<file path="src/rtl/serial_bit_source.sv">
// Parallel-to-serial word feeder for single-bit sequence detectors.
// Accepts a word over valid/ready and holds each bit on w for BIT_PERIOD clocks.
module serial_bit_source #(
    parameter int unsigned DATA_W     = 8,
    parameter int unsigned BIT_PERIOD = 1,
    parameter bit          MSB_FIRST  = 1'b1,
    parameter bit          IDLE_LEVEL = 1'b0
) (
    input  logic              Clock,
    input  logic              Reset,
    input  logic [DATA_W-1:0] din,
    input  logic              load_valid,
    output logic              load_ready,
    output logic              w,
    output logic              w_valid,
    output logic              bit_strobe,
    output logic              busy,
    output logic              done
);

    localparam int unsigned BIT_W  = (DATA_W > 1) ? $clog2(DATA_W) : 1;
    localparam int unsigned TICK_W = (BIT_PERIOD > 1) ? $clog2(BIT_PERIOD) : 1;
    localparam logic [BIT_W-1:0]  LAST_BIT  = BIT_W'(DATA_W - 1);
    localparam logic [TICK_W-1:0] LAST_TICK = TICK_W'(BIT_PERIOD - 1);

    typedef enum logic {IDLE, SHIFT} state_t;

    state_t              state, state_n;
    logic [DATA_W-1:0]   shreg, shreg_n;
    logic [BIT_W-1:0]    bit_cnt, bit_cnt_n;
    logic [TICK_W-1:0]   tick_cnt, tick_cnt_n;
    logic                last_cyc;
    logic                accept;
    logic                w_n, active_n, strobe_n, done_n;

    // Bit currently presented at the output end of the shift register
    function automatic logic head_bit(input logic [DATA_W-1:0] s);
        return MSB_FIRST ? s[DATA_W-1] : s[0];
    endfunction

    assign last_cyc   = (state == SHIFT) && (bit_cnt == LAST_BIT) && (tick_cnt == LAST_TICK);
    assign load_ready = !Reset && ((state == IDLE) || last_cyc);
    assign accept     = load_valid && load_ready;

    // Next-state and next-output computation; outputs are registered from these
    always_comb begin
        state_n    = state;
        shreg_n    = shreg;
        bit_cnt_n  = bit_cnt;
        tick_cnt_n = tick_cnt;

        if (accept) begin
            state_n    = SHIFT;
            shreg_n    = din;
            bit_cnt_n  = '0;
            tick_cnt_n = '0;
        end else if (state == SHIFT) begin
            if (last_cyc) begin
                state_n = IDLE;
            end else if (tick_cnt != LAST_TICK) begin
                tick_cnt_n = tick_cnt + TICK_W'(1);
            end else begin
                tick_cnt_n = '0;
                bit_cnt_n  = bit_cnt + BIT_W'(1);
                shreg_n    = MSB_FIRST ? (shreg << 1) : (shreg >> 1);
            end
        end

        active_n = (state_n == SHIFT);
        w_n      = active_n ? head_bit(shreg_n) : IDLE_LEVEL;
        strobe_n = active_n && (tick_cnt_n == '0);
        done_n   = active_n && (bit_cnt_n == LAST_BIT) && (tick_cnt_n == LAST_TICK);
    end

    always_ff @(posedge Clock or posedge Reset) begin
        if (Reset) begin
            state      <= IDLE;
            shreg      <= '0;
            bit_cnt    <= '0;
            tick_cnt   <= '0;
            w          <= IDLE_LEVEL;
            w_valid    <= 1'b0;
            bit_strobe <= 1'b0;
            busy       <= 1'b0;
            done       <= 1'b0;
        end else begin
            state      <= state_n;
            shreg      <= shreg_n;
            bit_cnt    <= bit_cnt_n;
            tick_cnt   <= tick_cnt_n;
            w          <= w_n;
            w_valid    <= active_n;
            bit_strobe <= strobe_n;
            busy       <= active_n;
            done       <= done_n;
        end
    end

endmodule

</file>
<file path="config.mk">
export PLATFORM = sky130hd
export DESIGN_NAME = serial_bit_source
export DESIGN_NICKNAME = d
export VERILOG_FILES = /design/src/rtl/serial_bit_source.sv
export SDC_FILE = /design/constraint.sdc
export NUM_CORES = 1
export LEC_CHECK = 0
export ABC_AREA = 1
export CAP_MARGIN = 20
export CORE_AREA = 2 2 54 56
export DETAILED_ROUTE_END_ITERATION = 10
export DIE_AREA = 0 0 56 58
export PLACE_DENSITY_LB_ADDON = 0.25
export SLEW_MARGIN = 20
export SYNTH_ARGS = -nofsm -noshare
export SYNTH_HDL_FRONTEND = slang
export SYNTH_SLANG_ARGS = --single-unit
</file>
<file path="constraint.sdc">
create_clock -name Clock -period 2.3 [get_ports Clock]
set_input_delay 0.23 -clock Clock [delete_from_list [all_inputs] [get_ports Clock]]
set_output_delay 0.23 -clock Clock [all_outputs]
set_load 0.03 [all_outputs]
</file>
=== After elaboration in Yosys (flattened, before gate mapping) ===
Index checks and enable logic that the tools add are counted.

* Flip-flop bits (word level): 16
* Latch bits: 0
* RAM bits: 0
* ROM bits: 0
* Input bits: 11
* Output and inout port bits: 6
* Memories kept: 0

* $add $sub $neg: 2
* Multipliers: 0
* Divide/modulo/power cells: 0
* Order comparisons: 0
* Equal/unequal tests: 4
* Shifts and indexed selects: 0
* Mux-type cells: 16
* Bitwise gates (word level): 3
* Reduce and logical (&&, ||, !) cells: 11

{| class="wikitable"
|+ Operators by type and width
! operator !! number
|-
| $mux 8 || 4
|-
| $mux 3 || 4
|-
| $mux 1 || 8
|-
| $logic_and 1x1->1 || 7
|-
| $eq 3x3->1 const B || 2
|-
| $ne 2x1->1 const B || 2
|-
| $add 3x1->3 const B || 1
|-
| $not 1->1 || 3
|-
| $reduce_and 3->1 || 1
|-
| $reduce_bool 2->1 || 1
|-
| $add 1x1->1 const B || 1
|-
| $logic_not 1->1 || 1
|-
| $logic_or 1x1->1 || 1
|}

=== Logic depth before layout (Yosys ltp) ===
* Depth after elaboration: 10
* Gate-level depth with buffers: 9
* Depth with buffers taken out: 9

=== Worst setup path after synthesis ===
OpenSTA, ideal clock, no wires.

* Path type: reg-to-output
* From: reg bit_cnt[0]
* To: out load_ready
* Data arrival time: 1.286 ns
* Data required time: 2.070 ns
* Setup slack: 0.784 ns
* Stages on the path, launching flop included: 7
* Path buffers: 0
* Path through: dfrtp_1 -> ha_1 -> ha_1 -> inv_1 -> nand2_1 -> nand2_1 -> nor2_1

* Cells in the longest elaborated chain, start to end: 5

{| class="wikitable"
|+ Ends and longest elaborated chain
! element !! line !! text
|-
| start: declaration || 30 || <nowiki>logic [BIT_W-1:0] bit_cnt, bit_cnt_n;</nowiki>
|-
| start signal: assignment || 89 || <nowiki>bit_cnt <= bit_cnt_n;</nowiki>
|-
| $eq 3x3->1 || 41 || <nowiki>assign last_cyc = (state == SHIFT) && (bit_cnt == LAST_BIT) && (tick_cnt == LAST_TICK);</nowiki>
|-
| $logic_and 1x1->1 (2 in series) || 41 ||
|-
| $logic_or 1x1->1 || 42 || <nowiki>assign load_ready = !Reset && ((state == IDLE) || last_cyc);</nowiki>
|-
| $logic_and 1x1->1 || 42 ||
|-
| end: declaration || 13 || <nowiki>output logic load_ready,</nowiki>
|}

Every way passes these cells.

=== Worst setup path after layout ===
Ends and elaborated chain as after synthesis.

==> impl_summary.txt <==
----------------------------------------------------
[Run status]
  Result of the run ... finished, final reports clean

[Clock network]
  Buffer type at the clock tree root ... clkbuf_4
  Post-CTS setup buffers ... 0
  Number of clock sinks ... 16
  Longest Clk Path Bufs ... 2
  Clock tree from TritonCTS ... yes
  Number of hold buffers added after cts ... 0
  Number of CTS-inserted buffers ... 3
  Number of H-tree levels ... 1
  Clock transition at path regs ... 0.10 ns
  Worst skew pair latency ... 0.29 ns
  Cts repair resizes ... 1

[Placed design]
  Number of buffer cells added on primary ports ... 16
  Routability Congestion ... 0.705
  Post-placement cell count ... 154
  Half-perimeter wire length after placement ... 1110 µm
  Instance area at placement ... 1010 µm²
  Worst slack at placement ... 0.307 ns

[Finish]
  Sequential Area ... 400 µm²
  Multi-input combinational cell area ... 300 µm²
  Layout cell share with drive strength beyond 1 ... 11.0%
  Fill count ... 296
  Diodes inserted ... 0
  Area growth syn-to-layout ... 25.4%
  Post-layout instance area ... 1040 µm²
  Number of nets in the final layout ... 141
  Count of non-filler cells in the finished layout ... 158

[Routing]
  Iteration-0 DRC count of the detailed router ... 13
  Remaining routing DRC violations ... 0
  Detail-routed via count per cell ... 4.25
  Total number of vias ... 671
  DRT Wirelength ... 1540 µm
  ANT nets after route ... 0
  Count of TritonRoute iterations in the first routing pass ... 4
  Mean routed wirelength per cell ... 9.74 µm

[Critical path]
  Timing startpoint of the critical path ... bit_cnt[0]$_DFF_PP0_
  End of the worst register-to-register path ... bit_strobe$_DFF_PP0_
  Reg-to-reg slack, setup ... 0.54 ns
  CP required ... 2.07 ns
  Cells along the critical path ... ha_1 > ha_1 > inv_1 > nand2_1 > nand2_1 > nor2_1 > dlygate4sd2_1
  Reg-to-reg critical path startpoint ... bit_cnt[0]$_DFF_PP0_
  Top fanout value on the critical path ... 5
  Category of the most critical setup path ... flip-flop to output port
  Cell with the biggest individual delay on the critical path ... dfrtp_1
  Reg2Reg Depth ... 8
  Setup crit start kind ... flip-flop
  Crit path capture type ... output port
  Crit-path max cell delay ... 0.41 ns
  Timing endpoint of the critical path ... load_ready
  Data arrival time of the worst path ... 1.84 ns

[Timing]
  Max-slew violations ... 0
  Crit path time final ... 2.07 ns
  Worst hold slack across all endpoints ... 0.310 ns
  Maximum clock frequency ... 483 MHz
  Final Hold Viols ... 0
  Number of failing setup endpoints in the final timing report ... 0
  Largest clock skew in the final design ... 0.00267 ns
  Slew at the pin with the worst max-slew slack ... 0.362 ns
  Final critical-path share of the clock period ... 90.0%
  Sum Neg Setup Slack ... 0 ns
  Unrepaired setup endpoints after global routing ... no
  Max transition margin ... 75.8%
  Final WS setup ... 0.231 ns

[GRT]
  Met2 Use GR ... 15.6%
  Wire length of the first global-routing pass ... 2730 µm
  Met1 Use GR ... 14.9%
  Maximum number of pins on one net before global-route repair ... 17
  Most utilized layer in the global route result ... met2
  GR Layer Usage met3 ... 2.46%
  Vias in the first global route ... 629
  Total GRT Usage ... 10.8%
  Overflow after GRT ... 0
  Antenna violations before repair ... 0

[Yosys]
  Count of different cell masters after synthesis ... 16
  Sequential element share of the synthesized area ... 48.1%
  Flip-flop and latch count after synthesis ... 16
  Synth Instances ... 109
  Synth warn ... 0
  Netlist area before placement ... 832 µm²
  Synthesized Nets ... 122
  Mean cell area of the mapped netlist ... 7.63 µm²

[Floorplanning]
  Horizontal extent of the die ... 56 µm
  Die Height ... 58 µm
  Top-level port count ... 17
  Initial Utilization ... 31.2%
  Area inside the core boundary ... 2660 µm²
  FP Rows ... 19
  Die Footprint ... 3250 µm²

[Power and ir drop]
  Static leakage power ... 0.590 nW
  Maximum vdd drop ... 804 µV
  Power Dens Cells ... 1210 nW/µm²

[Run]
  Count of max-cap constraint violations ... 0

[Min path]
  Class of the worst hold path ... input port to asynchronous set/reset pin

----------------------------------------------------
routing by layer:
metal / wire [µm] / vias up / part of all wire (%)
met4: 14 / 0 / 0.91
met1: 771 / 307 / 50
li1: - / 350 / -
met3: 64 / 2 / 4.2
met5: 0 / - / 0
met2: 688 / 12 / 45
cell usage in the layout (no fill, tap or decap):
| cell type | n |
|---|---|
| clkdlybuf4s50_1 | 15 |
| nand3_2 | 2 |
| ha_1 | 2 |
| nand4_1 | 3 |
| o21ai_0 | 1 |
| buf_4 | 1 |
| inv_1 | 26 |
| o21ai_2 | 1 |
| dlygate4sd2_1 | 1 |
| nor2_2 | 3 |
| nand2_1 | 27 |
| inv_2 | 1 |
| dfrtp_1 | 16 |
| clkbuf_4 | 3 |
| nand3_1 | 1 |
| nor2_1 | 21 |
| nand4_2 | 1 |
| clkbuf_8 | 1 |
| nand2_2 | 1 |
sequential cells by signal, indices dropped and copies added (netlist names):
name        flops
w               1
state           1
done            1
shreg           8
bit_strobe      1
bit_cnt         3
tick_cnt        1
logic make-up after synthesis:
family | count (synthesis) | share of synthesized area, %
compound gates | 2 | 1.65
fa+ha+maj | 2 | 3.01
buf+inv | 30 | 15.8
flops | 16 | 48.1
simple gates | 59 | 31.4
synthesized netlist by cell type (all sizes together):
library cell,instances,share of area [%]
nand2,28,13
inv,27,12
nor2,24,12
dfrtp,16,48
nand4,4,3.8
buf,3,3.6
nand3,3,3.0
ha,2,3.0
o21ai,2,1.7
stage by stage:
step	util, %	total power, mW
floorplan	-	0.930
global placement	37.9	1.07
detailed placement	37.9	1.08
CTS	39.2	1.28
global route	39.2	1.38
finish	39.2	1.26
worst max-delay path: cells and delay by family (launching register included):
kind | cells | cell delay, ns
buffers and inverters | 2 | 0.48
DFF | 1 | 0.41
adders and majority gates | 2 | 0.37
and+or+nand+nor | 3 | 0.29
where the power goes:
group          internal, mW  switching [mW]  total (mW)
logic                 0.232           0.381       0.613
registers             0.389          0.0657       0.454
clock network        0.0964          0.0942       0.191
total                 0.717           0.541        1.26
how the worst min path moves through the flow:
stage / endpoint / slack (ns) / from / cells after the start
after global placement: shreg[3]$_DFFE_PP0P_ / 0.46 / shreg[3]$_DFFE_PP0P_ / 2
after CTS: shreg[0]$_DFFE_PP0P_ / 0.31 / Reset / 3
final: w$_DFF_PP0_ / 0.31 / Reset / 3
after detailed placement: shreg[2]$_DFFE_PP0P_ / 0.46 / shreg[2]$_DFFE_PP0P_ / 2
after global routing: state$_DFF_PP0_ / 0.33 / Reset / 3
after floorplan: bit_cnt[0]$_DFF_PP0_ / 0.16 / Reset / 1
area by class of cell:
cell class | count | area share (%)
inverter | 27 | 9.71
multi-input combinational | 63 | 28.8
tap | 31 | 3.72
sequential | 16 | 38.4
timing repair buffer | 17 | 15.9
clock buffer | 4 | 3.48
Note: power is estimated with default switching activity, not from simulation.
